**src/rtl/mem_port_arbiter_if.sv**
```systemverilog
// Bus bundle between the memory port arbiter, its two requesters (fetch, load/store)
// and the single-ported unified memory.
interface mem_port_arbiter_if #(
   parameter int unsigned ADDR  = 32,
   parameter int unsigned W_OPR = 32
);
   // instruction fetch port
   logic             if_req_i;
   logic [ADDR-1:0]  if_addr_i;
   logic             if_gnt_o;
   logic             if_rvalid_o;
   logic [W_OPR-1:0] if_rdata_o;

   // execute-stage load/store port
   logic             ls_req_i;
   logic             ls_write_i;
   logic [ADDR-1:0]  ls_addr_i;
   logic [W_OPR-1:0] ls_wdata_i;
   logic             ls_gnt_o;
   logic             ls_rvalid_o;
   logic [W_OPR-1:0] ls_rdata_o;
   logic             ls_stall_o;

   // memory command / return
   logic             mem_en_o;
   logic             mem_write_o;
   logic [ADDR-1:0]  mem_addr_o;
   logic [W_OPR-1:0] mem_wdata_o;
   logic [W_OPR-1:0] mem_rdata_i;

   modport slave (
      input  if_req_i, if_addr_i,
      input  ls_req_i, ls_write_i, ls_addr_i, ls_wdata_i,
      input  mem_rdata_i,
      output if_gnt_o, if_rvalid_o, if_rdata_o,
      output ls_gnt_o, ls_rvalid_o, ls_rdata_o, ls_stall_o,
      output mem_en_o, mem_write_o, mem_addr_o, mem_wdata_o
   );

   modport master (
      output if_req_i, if_addr_i,
      output ls_req_i, ls_write_i, ls_addr_i, ls_wdata_i,
      output mem_rdata_i,
      input  if_gnt_o, if_rvalid_o, if_rdata_o,
      input  ls_gnt_o, ls_rvalid_o, ls_rdata_o, ls_stall_o,
      input  mem_en_o, mem_write_o, mem_addr_o, mem_wdata_o
   );
endinterface

```
**src/rtl/mem_port_arbiter.sv**
```systemverilog
// Shares one single-ported memory between fetch and load/store: one access in flight,
// load/store priority with a saturating starvation counter that eventually forces a fetch.
module mem_port_arbiter #(
   parameter int unsigned ADDR       = 32,
   parameter int unsigned W_OPR      = 32,
   parameter int unsigned MEM_LAT    = 2,
   parameter int unsigned STARVE_MAX = 3
) (
   input  logic              clk,
   input  logic              reset,
   mem_port_arbiter_if.slave bus
);
   localparam int unsigned      CNT_W      = 4;
   localparam logic [CNT_W-1:0] LAT_INIT   = CNT_W'(MEM_LAT);
   localparam logic [CNT_W-1:0] STARVE_TOP = CNT_W'(STARVE_MAX);

   typedef enum logic {S_IDLE, S_WAIT} state_t;
   typedef enum logic [1:0] {OWN_NONE, OWN_IF, OWN_LS} owner_t;

   state_t           r_state, w_state_nxt;
   logic [CNT_W-1:0] r_cnt, w_cnt_nxt;
   owner_t           r_owner, w_owner_nxt;
   logic             r_wr, w_wr_nxt;
   logic [CNT_W-1:0] r_starve, w_starve_nxt;

   logic             w_done;
   logic             w_arb;
   logic             w_if_force;
   logic             w_ls_gnt;
   logic             w_if_gnt;
   logic             w_if_rvalid;
   logic             w_ls_rvalid;
   logic [W_OPR-1:0] w_if_rdata;
   logic [W_OPR-1:0] w_ls_rdata;
   logic             w_mem_en;
   logic             w_mem_write;
   logic [ADDR-1:0]  w_mem_addr;
   logic [W_OPR-1:0] w_mem_wdata;
   logic             w_ls_stall;

   // Completion cycle doubles as an arbitration cycle so issue can be back-to-back.
   assign w_done     = (r_state == S_WAIT) && (r_cnt == CNT_W'(1));
   assign w_arb      = reset && ((r_state == S_IDLE) || w_done);
   assign w_if_force = bus.if_req_i && (r_starve == STARVE_TOP);
   assign w_ls_gnt   = w_arb && bus.ls_req_i && !w_if_force;
   assign w_if_gnt   = w_arb && bus.if_req_i && !w_ls_gnt;

   // Return path: only the recorded owner sees rvalid; stores return zero data.
   always_comb begin
      w_if_rvalid = 1'b0;
      w_ls_rvalid = 1'b0;
      w_if_rdata  = '0;
      w_ls_rdata  = '0;
      if (w_done) begin
         if (r_owner == OWN_LS) begin
            w_ls_rvalid = 1'b1;
            w_ls_rdata  = r_wr ? '0 : bus.mem_rdata_i;
         end else if (r_owner == OWN_IF) begin
            w_if_rvalid = 1'b1;
            w_if_rdata  = bus.mem_rdata_i;
         end
      end
   end

   // Memory command, driven straight from the winner in its grant cycle.
   always_comb begin
      w_mem_en    = 1'b0;
      w_mem_write = 1'b0;
      w_mem_addr  = '0;
      w_mem_wdata = '0;
      if (w_ls_gnt) begin
         w_mem_en    = 1'b1;
         w_mem_write = bus.ls_write_i;
         w_mem_addr  = bus.ls_addr_i;
         w_mem_wdata = bus.ls_wdata_i;
      end else if (w_if_gnt) begin
         w_mem_en    = 1'b1;
         w_mem_addr  = bus.if_addr_i;
      end
   end

   // Next-state: transaction tracking and starvation counter.
   always_comb begin
      w_state_nxt  = r_state;
      w_cnt_nxt    = r_cnt;
      w_owner_nxt  = r_owner;
      w_wr_nxt     = r_wr;
      w_starve_nxt = r_starve;

      if (w_ls_gnt || w_if_gnt) begin
         w_state_nxt = S_WAIT;
         w_cnt_nxt   = LAT_INIT;
         w_owner_nxt = w_ls_gnt ? OWN_LS : OWN_IF;
         w_wr_nxt    = w_ls_gnt && bus.ls_write_i;
      end else if (w_done) begin
         w_state_nxt = S_IDLE;
         w_cnt_nxt   = '0;
         w_owner_nxt = OWN_NONE;
         w_wr_nxt    = 1'b0;
      end else if (r_state == S_WAIT) begin
         w_cnt_nxt   = r_cnt - CNT_W'(1);
      end

      if (!bus.if_req_i || w_if_gnt) begin
         w_starve_nxt = '0;
      end else if (w_ls_gnt && (r_starve != STARVE_TOP)) begin
         w_starve_nxt = r_starve + CNT_W'(1);
      end
   end

   always_ff @(posedge clk or negedge reset) begin
      if (!reset) begin
         r_state  <= S_IDLE;
         r_cnt    <= '0;
         r_owner  <= OWN_NONE;
         r_wr     <= 1'b0;
         r_starve <= '0;
      end else begin
         r_state  <= w_state_nxt;
         r_cnt    <= w_cnt_nxt;
         r_owner  <= w_owner_nxt;
         r_wr     <= w_wr_nxt;
         r_starve <= w_starve_nxt;
      end
   end

   // An LS access counts as pending from its request through the grant cycle until rvalid.
   assign w_ls_stall = bus.ls_req_i ||
                       ((r_owner == OWN_LS) && (r_state == S_WAIT) && !w_ls_rvalid);

   assign bus.if_gnt_o    = w_if_gnt;
   assign bus.if_rvalid_o = w_if_rvalid;
   assign bus.if_rdata_o  = w_if_rdata;
   assign bus.ls_gnt_o    = w_ls_gnt;
   assign bus.ls_rvalid_o = w_ls_rvalid;
   assign bus.ls_rdata_o  = w_ls_rdata;
   assign bus.ls_stall_o  = w_ls_stall;
   assign bus.mem_en_o    = w_mem_en;
   assign bus.mem_write_o = w_mem_write;
   assign bus.mem_addr_o  = w_mem_addr;
   assign bus.mem_wdata_o = w_mem_wdata;
endmodule

```
**src/flat_wrapper.sv**
```systemverilog
// flat-port wrapper written by rule: the top's interface ports become plain ports
module mem_port_arbiter_flat 
#(
   parameter int unsigned ADDR       = 32,
   parameter int unsigned W_OPR      = 32,
   parameter int unsigned MEM_LAT    = 2,
   parameter int unsigned STARVE_MAX = 3
)
  (clk, reset, bus_if_req_i, bus_if_addr_i, bus_ls_req_i, bus_ls_write_i, bus_ls_addr_i, bus_ls_wdata_i, bus_mem_rdata_i, bus_if_gnt_o, bus_if_rvalid_o, bus_if_rdata_o, bus_ls_gnt_o, bus_ls_rvalid_o, bus_ls_rdata_o, bus_ls_stall_o, bus_mem_en_o, bus_mem_write_o, bus_mem_addr_o, bus_mem_wdata_o);
  mem_port_arbiter_if #(.ADDR(ADDR), .W_OPR(W_OPR)) bus_i ();
  input  logic clk;
  input  logic reset;
  input wire logic [$bits(bus_i.if_req_i)-1:0] bus_if_req_i;
  input wire logic [$bits(bus_i.if_addr_i)-1:0] bus_if_addr_i;
  input wire logic [$bits(bus_i.ls_req_i)-1:0] bus_ls_req_i;
  input wire logic [$bits(bus_i.ls_write_i)-1:0] bus_ls_write_i;
  input wire logic [$bits(bus_i.ls_addr_i)-1:0] bus_ls_addr_i;
  input wire logic [$bits(bus_i.ls_wdata_i)-1:0] bus_ls_wdata_i;
  input wire logic [$bits(bus_i.mem_rdata_i)-1:0] bus_mem_rdata_i;
  output wire logic [$bits(bus_i.if_gnt_o)-1:0] bus_if_gnt_o;
  output wire logic [$bits(bus_i.if_rvalid_o)-1:0] bus_if_rvalid_o;
  output wire logic [$bits(bus_i.if_rdata_o)-1:0] bus_if_rdata_o;
  output wire logic [$bits(bus_i.ls_gnt_o)-1:0] bus_ls_gnt_o;
  output wire logic [$bits(bus_i.ls_rvalid_o)-1:0] bus_ls_rvalid_o;
  output wire logic [$bits(bus_i.ls_rdata_o)-1:0] bus_ls_rdata_o;
  output wire logic [$bits(bus_i.ls_stall_o)-1:0] bus_ls_stall_o;
  output wire logic [$bits(bus_i.mem_en_o)-1:0] bus_mem_en_o;
  output wire logic [$bits(bus_i.mem_write_o)-1:0] bus_mem_write_o;
  output wire logic [$bits(bus_i.mem_addr_o)-1:0] bus_mem_addr_o;
  output wire logic [$bits(bus_i.mem_wdata_o)-1:0] bus_mem_wdata_o;
  assign bus_i.if_req_i = bus_if_req_i;
  assign bus_i.if_addr_i = bus_if_addr_i;
  assign bus_i.ls_req_i = bus_ls_req_i;
  assign bus_i.ls_write_i = bus_ls_write_i;
  assign bus_i.ls_addr_i = bus_ls_addr_i;
  assign bus_i.ls_wdata_i = bus_ls_wdata_i;
  assign bus_i.mem_rdata_i = bus_mem_rdata_i;
  assign bus_if_gnt_o = bus_i.if_gnt_o;
  assign bus_if_rvalid_o = bus_i.if_rvalid_o;
  assign bus_if_rdata_o = bus_i.if_rdata_o;
  assign bus_ls_gnt_o = bus_i.ls_gnt_o;
  assign bus_ls_rvalid_o = bus_i.ls_rvalid_o;
  assign bus_ls_rdata_o = bus_i.ls_rdata_o;
  assign bus_ls_stall_o = bus_i.ls_stall_o;
  assign bus_mem_en_o = bus_i.mem_en_o;
  assign bus_mem_write_o = bus_i.mem_write_o;
  assign bus_mem_addr_o = bus_i.mem_addr_o;
  assign bus_mem_wdata_o = bus_i.mem_wdata_o;
  mem_port_arbiter #(.ADDR(ADDR), .W_OPR(W_OPR), .MEM_LAT(MEM_LAT), .STARVE_MAX(STARVE_MAX)) u_core (.clk(clk), .reset(reset), .bus(bus_i));
endmodule
```
**config.mk**
```make
export PLATFORM = sky130hd
export DESIGN_NAME = mem_port_arbiter_flat
export DESIGN_NICKNAME = d
export VERILOG_FILES = /design/src/rtl/mem_port_arbiter_if.sv /design/src/rtl/mem_port_arbiter.sv /design/src/flat_wrapper.sv
export SDC_FILE = /design/constraint.sdc
export NUM_CORES = 1
export LEC_CHECK = 0
export CAP_MARGIN = 20
export CORE_AREA = 3 3 104 106
export CTS_BUF_LIST = sky130_fd_sc_hd__clkbuf_2
export DETAILED_ROUTE_END_ITERATION = 7
export DIE_AREA = 0 0 107 109
export PLACE_DENSITY = 0.68
export SYNTH_ARGS = -nofsm -noshare
export SYNTH_HDL_FRONTEND = slang
export SYNTH_SLANG_ARGS = --single-unit
```
**constraint.sdc**
```tcl
create_clock -name clk -period 3.4 [get_ports clk]
set_clock_uncertainty 0.15 [all_clocks]
set_input_delay 1.02 -clock clk [delete_from_list [all_inputs] [get_ports clk]]
set_output_delay 1.02 -clock clk [all_outputs]
set_load 0.02 [all_outputs]
```
==> impl_metrics.csv <==
group,metric,value,unit
status,run_status,"complete, no violations",
clocking,holdBufCountCts,0,
synth,syn_inst,307,
placement,dp_hpwl,8900,µm
global_routing,total_routing_usage_reported_by_global_routing,18.0,%
clocking,clock_tree.htree_level_count,1,
detailed_routing,drtAntennaViolNets,0,
power_and_ir_drop,power.sequential.fraction,17.7,%
synth,portion_of_netlist_area_occupied_by_mux_cells,0.473,%
synth,synth_seq_cells,12,
synth,yosysSeqAreaShare,14.2,%
finish,layout.cells.non_filler,707,
placement,placedCellCount,699,
detailed_routing,drt_iter0_markers,217,
sta,final_hold_viols,0,
detailed_routing,route.detailed.vias_per_inst,4.72,
setup_path,critPathMaxFanout,17,
synth,warning_count_from_the_yosys_run,0,
finish,num-nets-final,712,
synth,synth-adder-area-share,1.77,%
sta,post_layout_minimum_cycle_time,3.29,ns
sta,fin_hold_ws,0.395,ns
worst_hold_path,min-delay-start,"u_core.r_owner[0]",
detailed_routing,drc,0,
sta,final-setup-viol-count,0,
worst_hold_path,holdCritPathClass,"flop to flop",
power_and_ir_drop,power,1.41,mW
placement,gpl_wtd_cong,0.878,
global_routing,globalRoute.totalOverflow,0,
power_and_ir_drop,peakVddDrop,125,µV
floorplan,initial_core_util,21.5,%
power_and_ir_drop,cellPowerDensity,288,mW/mm²
run,max_cap_viol_count,0,
detailed_routing,count_of_tritonroute_iterations_in_the_first_routing_pass,4,
clocking,cts.sink_count,12,
finish,synthToLayoutAreaGrowth,132,%
placement,port-buffer-count,267,
detailed_routing,drt-wirelength-per-cell,16.0,µm
synth,syn_std_cell_area,0.00212,mm²
sta,rsz0062_at_grt,"false",
floorplan,design.portCount,268,
synth,synth_compound_area_share,26.5,%
power_and_ir_drop,clock_power_share,5.1,%
global_routing,grt_pass1_vias,3337,
detailed_routing,route.vias.total,3334,
floorplan,dieWidth,107,µm
clocking,clock_tree_from_tritoncts,"built",
setup_path,setup.worst_path.class,"primary input to primary output",
setup_path,crit_required,2.23,ns
finish,final_cell_mix,"sky130_fd_sc_hd__clkdlybuf4s50_1, sky130_fd_sc_hd__and2_1, sky130_fd_sc_hd__clkbuf_2, sky130_fd_sc_hd__buf_4, sky130_fd_sc_hd__and3_1",
setup_path,crit_arrival,2.12,ns
setup_path,worst_r2r_startpoint,"u_core.r_cnt[0]",
sta,tightest_slew,0.393,ns
synth,largest_family_of_logic_cells_by_synthesized_area,"simple AND/OR/NAND/NOR gates",
synth,yosys.area_share.simple,48.2,%
setup_path,worst_setup_path_start,"bus_if_req_i",
finish,most_frequent_standard_cell_in_the_layout_excluding_fill_and_tap_cells,"sky130_fd_sc_hd__clkdlybuf4s50_1",
clocking,clkSlewWorstSetupHoldPaths,0.12,ns
floorplan,fp.dieArea,0.0117,mm²
synth,syn_nets,443,
power_and_ir_drop,power_switching_share,46.2,%
sta,finalSetupTns,0,ns
sta,normalized_max_slew_margin,73.5,%
setup_path,critPathLaunchType,"primary input",
clocking,cts-root-to-sink-buffers,2,
clocking,numCtsBuffers,3,
floorplan,placement_rows,36,
power_and_ir_drop,total_switching_power,0.653,mW
global_routing,grt_antenna_before_repair,0,
power_and_ir_drop,comb_power_share,77.2,%
synth,synth_xor_xnor_area_share,0,%
floorplan,die_h,109,µm
sta,layout_worst_path_cycle_share,96.7,%
setup_path,worst_setup_path_end_kind,"primary output",
power_and_ir_drop,p_int,0.761,mW
finish,drive_gt1_share,24.6,%
power_and_ir_drop,total_leakage_power,2.37,nW
synth,yosys.cell_types.count,40,
detailed_routing,wirelength,11300,µm
global_routing,grt_first_pass_wirelength,17200,µm
global_routing,grt_max_degree,34,
clocking,worstSkewPairLatency,0.27,ns
floorplan,std_cell_core_area,0.00986,mm²
synth,synthesis.area_per_instance,6.90,µm²
sta,max_freq,0.304,GHz
clocking,master_cell_of_the_clock_root_buffer,"sky130_fd_sc_hd__clkbuf_2",
sta,slew_violations,0,
finish,num_antenna_cells,0,
==> synthesized netlist by cell type, drive strengths merged <==
cell type  count  share of area, %
clkinv         1              0.18
nor3b          2               1.5
nand3         33               7.8
nor3           2              0.71
nand4          1              0.30
o21ai          6               1.4
a2111oi        1              0.71
o31ai          1              0.35
nand2         10               1.9
and2          65                19
inv            4              0.71
and3          35                10
or3b           2              0.83
a211oi         1              0.35
nor2           7               1.2
a32o           2              0.95
clkbuf        29               5.1
a22oi          1              0.35
dfrtp         12                14
ha             3               1.8
o32ai          1              0.77
nand3b         2              0.71
buf            7               2.8
nand4bb        3               2.4
nor4b          1              0.41
nand2b         3              0.89
mux2i          1              0.47
a21oi         34               8.2
a22o           1              0.41
a311o          1              0.47
o211ai        32                11
a211o          1              0.47
o21a           2              0.71
==> sequential cells by signal (all words and copies together), names as in the netlist <==
register	flops
u_core.r_cnt	4
u_core.r_starve	4
u_core.r_owner	2
u_core.r_state	1
u_core.r_wr	1
==> worst max-delay path, cell delays in order <==
cell	delay (ns)
sky130_fd_sc_hd__buf_2	0.18
sky130_fd_sc_hd__nand4bb_4	0.18
sky130_fd_sc_hd__buf_12	0.19
sky130_fd_sc_hd__nand2_1	0.09
sky130_fd_sc_hd__buf_4	0.13
sky130_fd_sc_hd__and3_1	0.17
sky130_fd_sc_hd__buf_4	0.15
==> per-stage QoR <==
step                area, µm²  utilization [%]  setup WS (ns)
floorplan                2120                -         0.0508
global placement         5070             51.4         -0.640
detailed placement       5070             51.4         -0.662
CTS                      5050             51.2        0.00487
global route             4910             49.8         0.0139
finish                   4910             49.8          0.112
==> repair_timing <==
item                       in CTS  in global routing
setup endpoints to repair     134                 94
setup buffers                   0                  1
pin swaps                       0                  0
resized for setup             309                 85
cloned                          4                  0
==> worst paths after layout <==
| path | slack, ns | cells past startpoint | end |
|---|---|---|---|
| max | 0.11 | 7 | bus_if_gnt_o |
| min | 0.39 | 1 | u_core.r_owner[0] |
| max reg2reg | 1.45 | 7 | u_core.r_owner[0] |
| min reg2reg | 0.39 | 1 | u_core.r_owner[0] |
| max in group asynchronous | 2.42 | 2 | u_core.r_wr |
| min in group asynchronous | 0.52 | 2 | u_core.r_cnt[3] |
==> layout make-up <==
class                      instances  area [µm²]
clock buffer                       3        15.0
multi-input combinational        254        1680
fill                             985        4950
sequential                        12         300
tap                              133         166
inverter                           5        20.0
timing repair buffer             300        2730
==> logic make-up (layout without fill, tap and decap cells) <==
| logic type | Yosys count | in the layout |
|---|---|---|
| muxes | 1 | 1 |
| AOI/OAI and AO/OA | 84 | 84 |
| DFF | 12 | 12 |
| buffers and inverters | 41 | 308 |
| adders and majority gates | 3 | 3 |
| and+or+nand+nor | 166 | 166 |
==> power groups by stage <==
| stage | sequential, mW | combinational (mW) | clock (mW) |
|---|---|---|---|
| detailed placement | 0.248 | 1.13 | 0 |
| floorplan | 0.229 | 0.589 | 0 |
| global placement | 0.244 | 1.12 | 0 |
| finish | 0.250 | 1.09 | 0.0722 |
| global route | 0.260 | 1.18 | 0.0843 |
| CTS | 0.248 | 1.11 | 0.0765 |
==> layer usage <==
metal | track usage [%] | wire length [µm] | part of all wire (%)
met1 | 20.0 | 4070 | 36
met2 | 35.7 | 6180 | 55
met3 | 4.14 | 971 | 8.6
met4 | 2.19 | 66 | 0.59
met5 | 0 | 0 | 0
No activity file was read; power rests on OpenSTA's default activity.
